[src/rtl/dds_sweep_ctrl.sv]
// dds_sweep_ctrl: produces the tuning word for the downstream phase accumulator.
// It runs linear frequency sweeps from f_start to f_stop in steps of f_step.
// Each word is held for a programmable dwell. Three modes are supported:
// single-shot, sawtooth (repeating) and triangle (up/down).
module dds_sweep_ctrl #(
  parameter int FTW_W   = 16,
  parameter int DWELL_W = 24
) (
  input  logic               clk,
  input  logic               rst_n,
  input  logic               start,
  input  logic               abort,
  input  logic [1:0]         mode,
  input  logic [FTW_W-1:0]   f_start,
  input  logic [FTW_W-1:0]   f_stop,
  input  logic [FTW_W-1:0]   f_step,
  input  logic [DWELL_W-1:0] dwell,
  output logic [FTW_W-1:0]   ftw,
  output logic               ftw_valid,
  output logic               busy,
  output logic               done,
  output logic               cfg_err,
  output logic               dir_down
);

  typedef enum logic {IDLE, RUN} state_t;

  state_t             state_reg, state_next;
  logic [FTW_W-1:0]   ftw_reg, ftw_next;
  logic               ftw_valid_reg, ftw_valid_next;
  logic               busy_reg, busy_next;
  logic               done_reg, done_next;
  logic               cfg_err_reg, cfg_err_next;
  logic               dir_down_reg, dir_down_next;
  logic [DWELL_W-1:0] counter_reg, counter_next;

  // Configuration captured at start; the live inputs are ignored while running.
  logic [1:0]         mode_reg, mode_next;
  logic [FTW_W-1:0]   f_start_reg, f_start_next;
  logic [FTW_W-1:0]   f_stop_reg, f_stop_next;
  logic [FTW_W-1:0]   f_step_reg, f_step_next;
  logic [DWELL_W-1:0] dwell_reg, dwell_next;

  // Step arithmetic on the captured configuration.
  // The upward sum carries one extra bit so it cannot wrap past f_stop.
  // The downward step is compared against the remaining room so it cannot underflow.
  logic [FTW_W:0]     up_sum;
  logic [FTW_W-1:0]   up_word;
  logic [FTW_W-1:0]   down_room;
  logic [FTW_W-1:0]   down_word;
  logic [DWELL_W-1:0] dwell_eff;
  logic               cfg_bad;
  logic               expiry;

  assign up_sum    = {1'b0, ftw_reg} + {1'b0, f_step_reg};
  assign up_word   = (up_sum >= {1'b0, f_stop_reg}) ? f_stop_reg : up_sum[FTW_W-1:0];
  assign down_room = ftw_reg - f_start_reg;
  assign down_word = (f_step_reg >= down_room) ? f_start_reg : (ftw_reg - f_step_reg);
  assign dwell_eff = (dwell == '0) ? DWELL_W'(1) : dwell;
  assign cfg_bad   = (f_step == '0) || (f_start > f_stop);
  assign expiry    = (counter_reg == DWELL_W'(1));

  assign ftw       = ftw_reg;
  assign ftw_valid = ftw_valid_reg;
  assign busy      = busy_reg;
  assign done      = done_reg;
  assign cfg_err   = cfg_err_reg;
  assign dir_down  = dir_down_reg;

  // State and output registers, cleared asynchronously.
  always_ff @(posedge clk or negedge rst_n) begin
    if (!rst_n) begin
      state_reg     <= IDLE;
      ftw_reg       <= '0;
      ftw_valid_reg <= 1'b0;
      busy_reg      <= 1'b0;
      done_reg      <= 1'b0;
      cfg_err_reg   <= 1'b0;
      dir_down_reg  <= 1'b0;
      counter_reg   <= '0;
      mode_reg      <= '0;
      f_start_reg   <= '0;
      f_stop_reg    <= '0;
      f_step_reg    <= '0;
      dwell_reg     <= '0;
    end else begin
      state_reg     <= state_next;
      ftw_reg       <= ftw_next;
      ftw_valid_reg <= ftw_valid_next;
      busy_reg      <= busy_next;
      done_reg      <= done_next;
      cfg_err_reg   <= cfg_err_next;
      dir_down_reg  <= dir_down_next;
      counter_reg   <= counter_next;
      mode_reg      <= mode_next;
      f_start_reg   <= f_start_next;
      f_stop_reg    <= f_stop_next;
      f_step_reg    <= f_step_next;
      dwell_reg     <= dwell_next;
    end
  end

  // Next-state logic for starting a sweep, dwell counting and step/turnaround rules.
  always_comb begin
    state_next     = state_reg;
    ftw_next       = ftw_reg;
    ftw_valid_next = 1'b0;
    busy_next      = busy_reg;
    done_next      = 1'b0;
    cfg_err_next   = 1'b0;
    dir_down_next  = dir_down_reg;
    counter_next   = counter_reg;
    mode_next      = mode_reg;
    f_start_next   = f_start_reg;
    f_stop_next    = f_stop_reg;
    f_step_next    = f_step_reg;
    dwell_next     = dwell_reg;

    case (state_reg)
      IDLE: begin
        if (start && !abort) begin
          if (cfg_bad) begin
            cfg_err_next = 1'b1;
          end else begin
            mode_next      = mode;
            f_start_next   = f_start;
            f_stop_next    = f_stop;
            f_step_next    = f_step;
            dwell_next     = dwell_eff;
            ftw_next       = f_start;
            ftw_valid_next = 1'b1;
            busy_next      = 1'b1;
            dir_down_next  = 1'b0;
            counter_next   = dwell_eff;
            state_next     = RUN;
          end
        end
      end

      RUN: begin
        if (abort) begin
          state_next = IDLE;
          busy_next  = 1'b0;
        end else if (expiry) begin
          counter_next = dwell_reg;
          if (!dir_down_reg) begin
            if (ftw_reg != f_stop_reg) begin
              ftw_next       = up_word;
              ftw_valid_next = 1'b1;
            end else if (mode_reg == 2'd1) begin
              ftw_next       = f_start_reg;
              ftw_valid_next = 1'b1;
            end else if (mode_reg == 2'd2) begin
              dir_down_next  = 1'b1;
              ftw_next       = down_word;
              ftw_valid_next = 1'b1;
            end else begin
              // Modes 0 and 3: the single sweep ends with the word parked at f_stop.
              state_next = IDLE;
              busy_next  = 1'b0;
              done_next  = 1'b1;
            end
          end else begin
            if (ftw_reg != f_start_reg) begin
              ftw_next       = down_word;
              ftw_valid_next = 1'b1;
            end else begin
              dir_down_next  = 1'b0;
              ftw_next       = up_word;
              ftw_valid_next = 1'b1;
            end
          end
        end else begin
          counter_next = counter_reg - DWELL_W'(1);
        end
      end

      default: state_next = IDLE;
    endcase
  end

endmodule

[config.mk]
export PLATFORM = sky130hd
export DESIGN_NAME = dds_sweep_ctrl
export DESIGN_NICKNAME = d
export VERILOG_FILES = /design/src/rtl/dds_sweep_ctrl.sv
export SDC_FILE = /design/constraint.sdc
export NUM_CORES = 1
export LEC_CHECK = 0
export CAP_MARGIN = 20
export CORE_MARGIN = 1.5
export CORE_UTILIZATION = 45
export CTS_CLUSTER_DIAMETER = 50
export CTS_CLUSTER_SIZE = 14
export DETAILED_ROUTE_END_ITERATION = 12
export PLACE_DENSITY = 0.64
export SETUP_SLACK_MARGIN = 0.02
export SLEW_MARGIN = 20
export SYNTH_ARGS = -nofsm -noshare
export SYNTH_HDL_FRONTEND = slang
export SYNTH_SLANG_ARGS = --single-unit
[constraint.sdc]
create_clock -name clk -period 6.5 [get_ports clk]
set_clock_uncertainty 0.2 [all_clocks]
set_input_delay 0.65 -clock clk [delete_from_list [all_inputs] [get_ports clk]]
set_output_delay 0.65 -clock clk [all_outputs]
set_load 0.02 [all_outputs]
==> results.md <==
- The floorplan step set the die width to about 150 µm.
- Port buffering added 98 buffers.
- Post-CTS timing repair inserted 0 buffers for setup.
- The number of sinks driven by the clock tree is 120.
- Setup repair after global routing left no endpoint under its margin.
- In this run, post-CTS repair resized a total of 0 instances.
- The flow ran to the end, and the final reports show no timing, DRC or antenna violations.
- The required time of the critical path is 6.60 ns.
- The site row count is 54.
- The final routed wirelength across all metal layers is 31.3 mm.
- The most repeated library cell on the critical path is sky130_fd_sc_hd__a21oi_1.
- The synthesized netlist occupies a cell area of 0.0102 mm².
- The fraction of the mapped netlist area in compound gates is 20.7%.
- The largest family of logic cells by synthesized area is compound AO/OA/AOI/OAI gates.
- The endpoint arrival time on the critical path is 5.90 ns.
- The count of nets after finishing is 1497.
- The detailed router's first-iteration violation count is 595.
- After floorplanning, the core was sized to cover around 0.022 mm².
- TritonCTS created 17 clock buffers.
- The via count of the first global-routing pass was a little over 9000.
- Compared with the post-synthesis result, the final layout area differs by 16.5%.
- For the pin with the worst max-slew slack, the measured transition is 1.03 ns.
- The clock transition at the registers of the reported paths is 0.07 ns.
- After Yosys synthesis, and, or, nand and nor cells account for 20.0% of the synthesized area.
- The adder and majority cell fraction of the synthesized area is between 10 and 15%.
- The share of the cycle needed by the critical path after routing is 89.1%.
- The number of hold-slack violations in the final timing report came to 0.
- The largest net degree at the start of global routing is 70.
- The critical path goes through ha_1, nor2b_1, o21ai_0, a21oi_1, o21ai_0, a21oi_1, a2111oi_1, o31ai_1, a21oi_1, xor2_1, ha_1, nand4_1, inv_1, a221oi_1, and3b_1, mux2_2, a2bb2oi_1, nand3_1, nand3_1.
- Synthesis instantiated 85 different standard cells from the library.
- The worst pin sits at a relative slew slack of 31.1%.
- Max-cap violations in this run came to 0.
- The share of the Yosys chip area taken by registers is 29.5%.
- The initial cell density of the core is about 46%.
- For this design the top-level I/O count stands at 99.
- The number of nets in the synthesized netlist is 1424.
- The tree is rooted in a sky130_fd_sc_hd__clkbuf_16.
- The flip-flop and latch count after synthesis is 120.
- The count of buffering cells on the critical path with inverters included is 1.
- The classification of the worst-slack hold path is in2async.
- For this run, the number of Yosys warnings is 0.
- On the critical path, the stage with the largest delay is an instance of sky130_fd_sc_hd__a2111oi_1.
- Along the worst path, the maximum fanout reaches 12.
- The setup violation total in the final timing report is 0.
- After synthesis, the share of cell area in mux cells is 4.51%.
- Synthesis handed over a netlist of roughly 1200 instances.
- The endpoint type of the worst setup path is a register.
- The minimum clock period after layout is slightly below 6 ns.
- Dividing the detail-routed wire length by the instance count gives 19.4 µm.
- The clock passes through at most 2 buffers.
- In this run, synthesis inferred 0 flip-flops with an integrated enable.
- The H-tree level count is 4.
- Summing the areas of all xor and xnor instances in the mapped netlist gives roughly 5.7% of the synthesized area.
- Using the TritonRoute via totals, the vias-per-cell ratio works out to 5.80.
- Detailed placement ended at an HPWL of approximately 24 mm.
- The total negative slack is 0 ns.
- The prevailing post-synth register cell is sky130_fd_sc_hd__dfrtp_1.
- The TritonCTS clock tree is built.
- The critical path launch point type is a register.
- The detailed-routing iteration count for the pre-antenna-repair pass is 5.
- The antenna diode count is 0.
- The total congestion overflow is 0.
- From bottom edge to top edge, the die measures 153 µm.
- The routed layout has 9343 vias.
- Based on the critical path, the design can be clocked at up to 173 MHz.
- The number of fill cells in the layout is 2132.
- Routability-driven placement finished with a final weighted congestion of 0.950.
- Counting flops with an async set or reset pin after synthesis yields a share of 100%.
- The number of antenna violations at the first check in global routing came to 0.
- The post-route antenna net violation count is 0.
- Broken down by cell family, the worst path's largest delay share belongs to compound AO/OA/AOI/OAI gates.
- The number of max-slew violations in the final report is 0.
- The remaining design rule violation count is 0.
- The first global-routing pass estimated approximately 50 mm of wire.
- The largest single stage delay on the critical path is 0.69 ns.
- At the later pin of the worst-skew pair, clock insertion delay measures 0.43 ns.
- Cells with a size suffix above 1 make up between 6 and 7% of the layout.
- The total of hold buffers inserted after clock tree synthesis is 0.
- The post-synthesis area per instance is 8.19 µm².
- The area of the die is around 0.024 mm².
- Global routing consumed, over all layers together, 27.2% of the routing resources.
- The startpoint-to-endpoint class of the critical path is reg2reg.
## cell families after synthesis
logic type / Yosys count
AO/OA/AOI/OAI: 325
XOR/XNOR: 66
buffers and inverters: 156
adder cells (fa/ha/maj): 102
multiplexers: 44
AND/OR/NAND/NOR: 431
flip-flops: 120
## worst register-to-register path, cell delays in order (launching register included)
cell,delay [ns]
sky130_fd_sc_hd__dfrtp_1,0.59
sky130_fd_sc_hd__ha_1,0.32
sky130_fd_sc_hd__nor2b_1,0.13
sky130_fd_sc_hd__o21ai_0,0.22
sky130_fd_sc_hd__a21oi_1,0.12
sky130_fd_sc_hd__o21ai_0,0.25
sky130_fd_sc_hd__a21oi_1,0.17
sky130_fd_sc_hd__a2111oi_1,0.69
sky130_fd_sc_hd__o31ai_1,0.16
sky130_fd_sc_hd__a21oi_1,0.20
sky130_fd_sc_hd__xor2_1,0.16
sky130_fd_sc_hd__ha_1,0.26
sky130_fd_sc_hd__nand4_1,0.11
sky130_fd_sc_hd__inv_1,0.05
sky130_fd_sc_hd__a221oi_1,0.69
sky130_fd_sc_hd__and3b_1,0.67
sky130_fd_sc_hd__mux2_2,0.41
sky130_fd_sc_hd__a2bb2oi_1,0.13
sky130_fd_sc_hd__nand3_1,0.09
sky130_fd_sc_hd__nand3_1,0.08
## cell usage after synthesis, types with 5 or more instances
cell                       instances  area (µm²)
sky130_fd_sc_hd__a211o_1           8        70.1
sky130_fd_sc_hd__a211oi_1          5        37.5
sky130_fd_sc_hd__a21o_1           17         128
sky130_fd_sc_hd__a21oi_1          71         355
sky130_fd_sc_hd__a22o_1            7        61.3
sky130_fd_sc_hd__a31oi_1          18         113
sky130_fd_sc_hd__and3_1            9        56.3
sky130_fd_sc_hd__buf_2            10        50.1
sky130_fd_sc_hd__buf_6             8        90.1
sky130_fd_sc_hd__clkbuf_1         30         113
sky130_fd_sc_hd__dfrtp_1         120        3000
sky130_fd_sc_hd__ha_1             99        1240
sky130_fd_sc_hd__inv_1           101         379
sky130_fd_sc_hd__mux2_2           11         124
sky130_fd_sc_hd__mux2i_1          32         320
sky130_fd_sc_hd__nand2_1         184         691
sky130_fd_sc_hd__nand2b_1         18         113
sky130_fd_sc_hd__nand3_1          28         140
sky130_fd_sc_hd__nand4_1          13        81.3
sky130_fd_sc_hd__nor2_1           94         353
sky130_fd_sc_hd__nor2b_1          11        68.8
sky130_fd_sc_hd__nor3_1           15        75.1
sky130_fd_sc_hd__nor4_1           20         125
sky130_fd_sc_hd__o211ai_1         16         120
sky130_fd_sc_hd__o21a_1            7        52.6
sky130_fd_sc_hd__o21ai_0          97         485
sky130_fd_sc_hd__o21ai_1           9        45.0
sky130_fd_sc_hd__o21bai_1          6        45.0
sky130_fd_sc_hd__o221ai_1         13         114
sky130_fd_sc_hd__or3_1             5        31.3
sky130_fd_sc_hd__xnor2_1          36         315
sky130_fd_sc_hd__xor2_1           30         263
## metal layers
metal	GRT usage (%)	routed length, µm	share of wire (%)
met5	0	0	0
met1	35.2	13800	44
met3	4.31	1510	4.8
met2	44.8	14700	47
met4	12.4	1310	4.2
## cells in the final DEF, fill, tap and decap left out, types with 11 or more instances in the layout
cell type / n
sky130_fd_sc_hd__a21o_1: 17
sky130_fd_sc_hd__a21oi_1: 71
sky130_fd_sc_hd__a31oi_1: 18
sky130_fd_sc_hd__buf_4: 11
sky130_fd_sc_hd__clkbuf_16: 17
sky130_fd_sc_hd__clkdlybuf4s50_1: 97
sky130_fd_sc_hd__dfrtp_1: 119
sky130_fd_sc_hd__ha_1: 99
sky130_fd_sc_hd__inv_1: 101
sky130_fd_sc_hd__mux2_2: 11
sky130_fd_sc_hd__mux2i_1: 32
sky130_fd_sc_hd__nand2_1: 184
sky130_fd_sc_hd__nand2b_1: 17
sky130_fd_sc_hd__nand3_1: 27
sky130_fd_sc_hd__nand4_1: 13
sky130_fd_sc_hd__nor2_1: 94
sky130_fd_sc_hd__nor2b_1: 11
sky130_fd_sc_hd__nor3_1: 14
sky130_fd_sc_hd__nor4_1: 19
sky130_fd_sc_hd__o211ai_1: 16
sky130_fd_sc_hd__o21ai_0: 97
sky130_fd_sc_hd__o221ai_1: 13
sky130_fd_sc_hd__xnor2_1: 36
sky130_fd_sc_hd__xor2_1: 30
## through the flow
stage | worst slack (ns) | cell area [µm²] | cells | hold slack [ns] | utilization [%]
3_3_place_gp | 0.988 | 11300 | 1578 | 0.258 | 51.3
6_report | 0.707 | 11900 | 1610 | 0.136 | 53.9
2_1_floorplan | 1.57 | 10200 | 1244 | 0.154 | -
3_5_place_dp | 0.806 | 11300 | 1578 | 0.262 | 51.3
4_1_cts | 0.783 | 11900 | 1610 | 0.184 | 53.9
5_1_grt | 0.206 | 11900 | 1610 | 0.212 | 53.9
## final timing paths
path / start / end / slack, ns / cells after the start
min in group clk: dwell_reg[7]$_DFFE_PN0P_ / dwell_reg[7]$_DFFE_PN0P_ / 0.28 / 2
max: ftw[1]$_DFFE_PN0P_ / ftw[2]$_DFFE_PN0P_ / 0.71 / 19
max in group asynchronous: rst_n / f_step_reg[4]$_DFFE_PN0P_ / 4.67 / 2
min reg2reg: dwell_reg[7]$_DFFE_PN0P_ / dwell_reg[7]$_DFFE_PN0P_ / 0.28 / 2
min: rst_n / dwell_reg[3]$_DFFE_PN0P_ / 0.14 / 1
max reg2reg: ftw[1]$_DFFE_PN0P_ / ftw[2]$_DFFE_PN0P_ / 0.71 / 19
## final cells by class
cell class	instances	area, µm²	area share, %
Clock inverter	15	155	1.31
Timing Repair Buffer	108	1050	8.87
Tap cell	280	350	2.95
Clock buffer	17	425	3.58
Sequential cell	120	3000	25.3
Multi-Input combinational cell	968	6500	54.8
Inverter	102	383	3.22
Power is not shown: default switching activity piles up to over one toggle a cycle in this logic, so the estimate is an artifact.
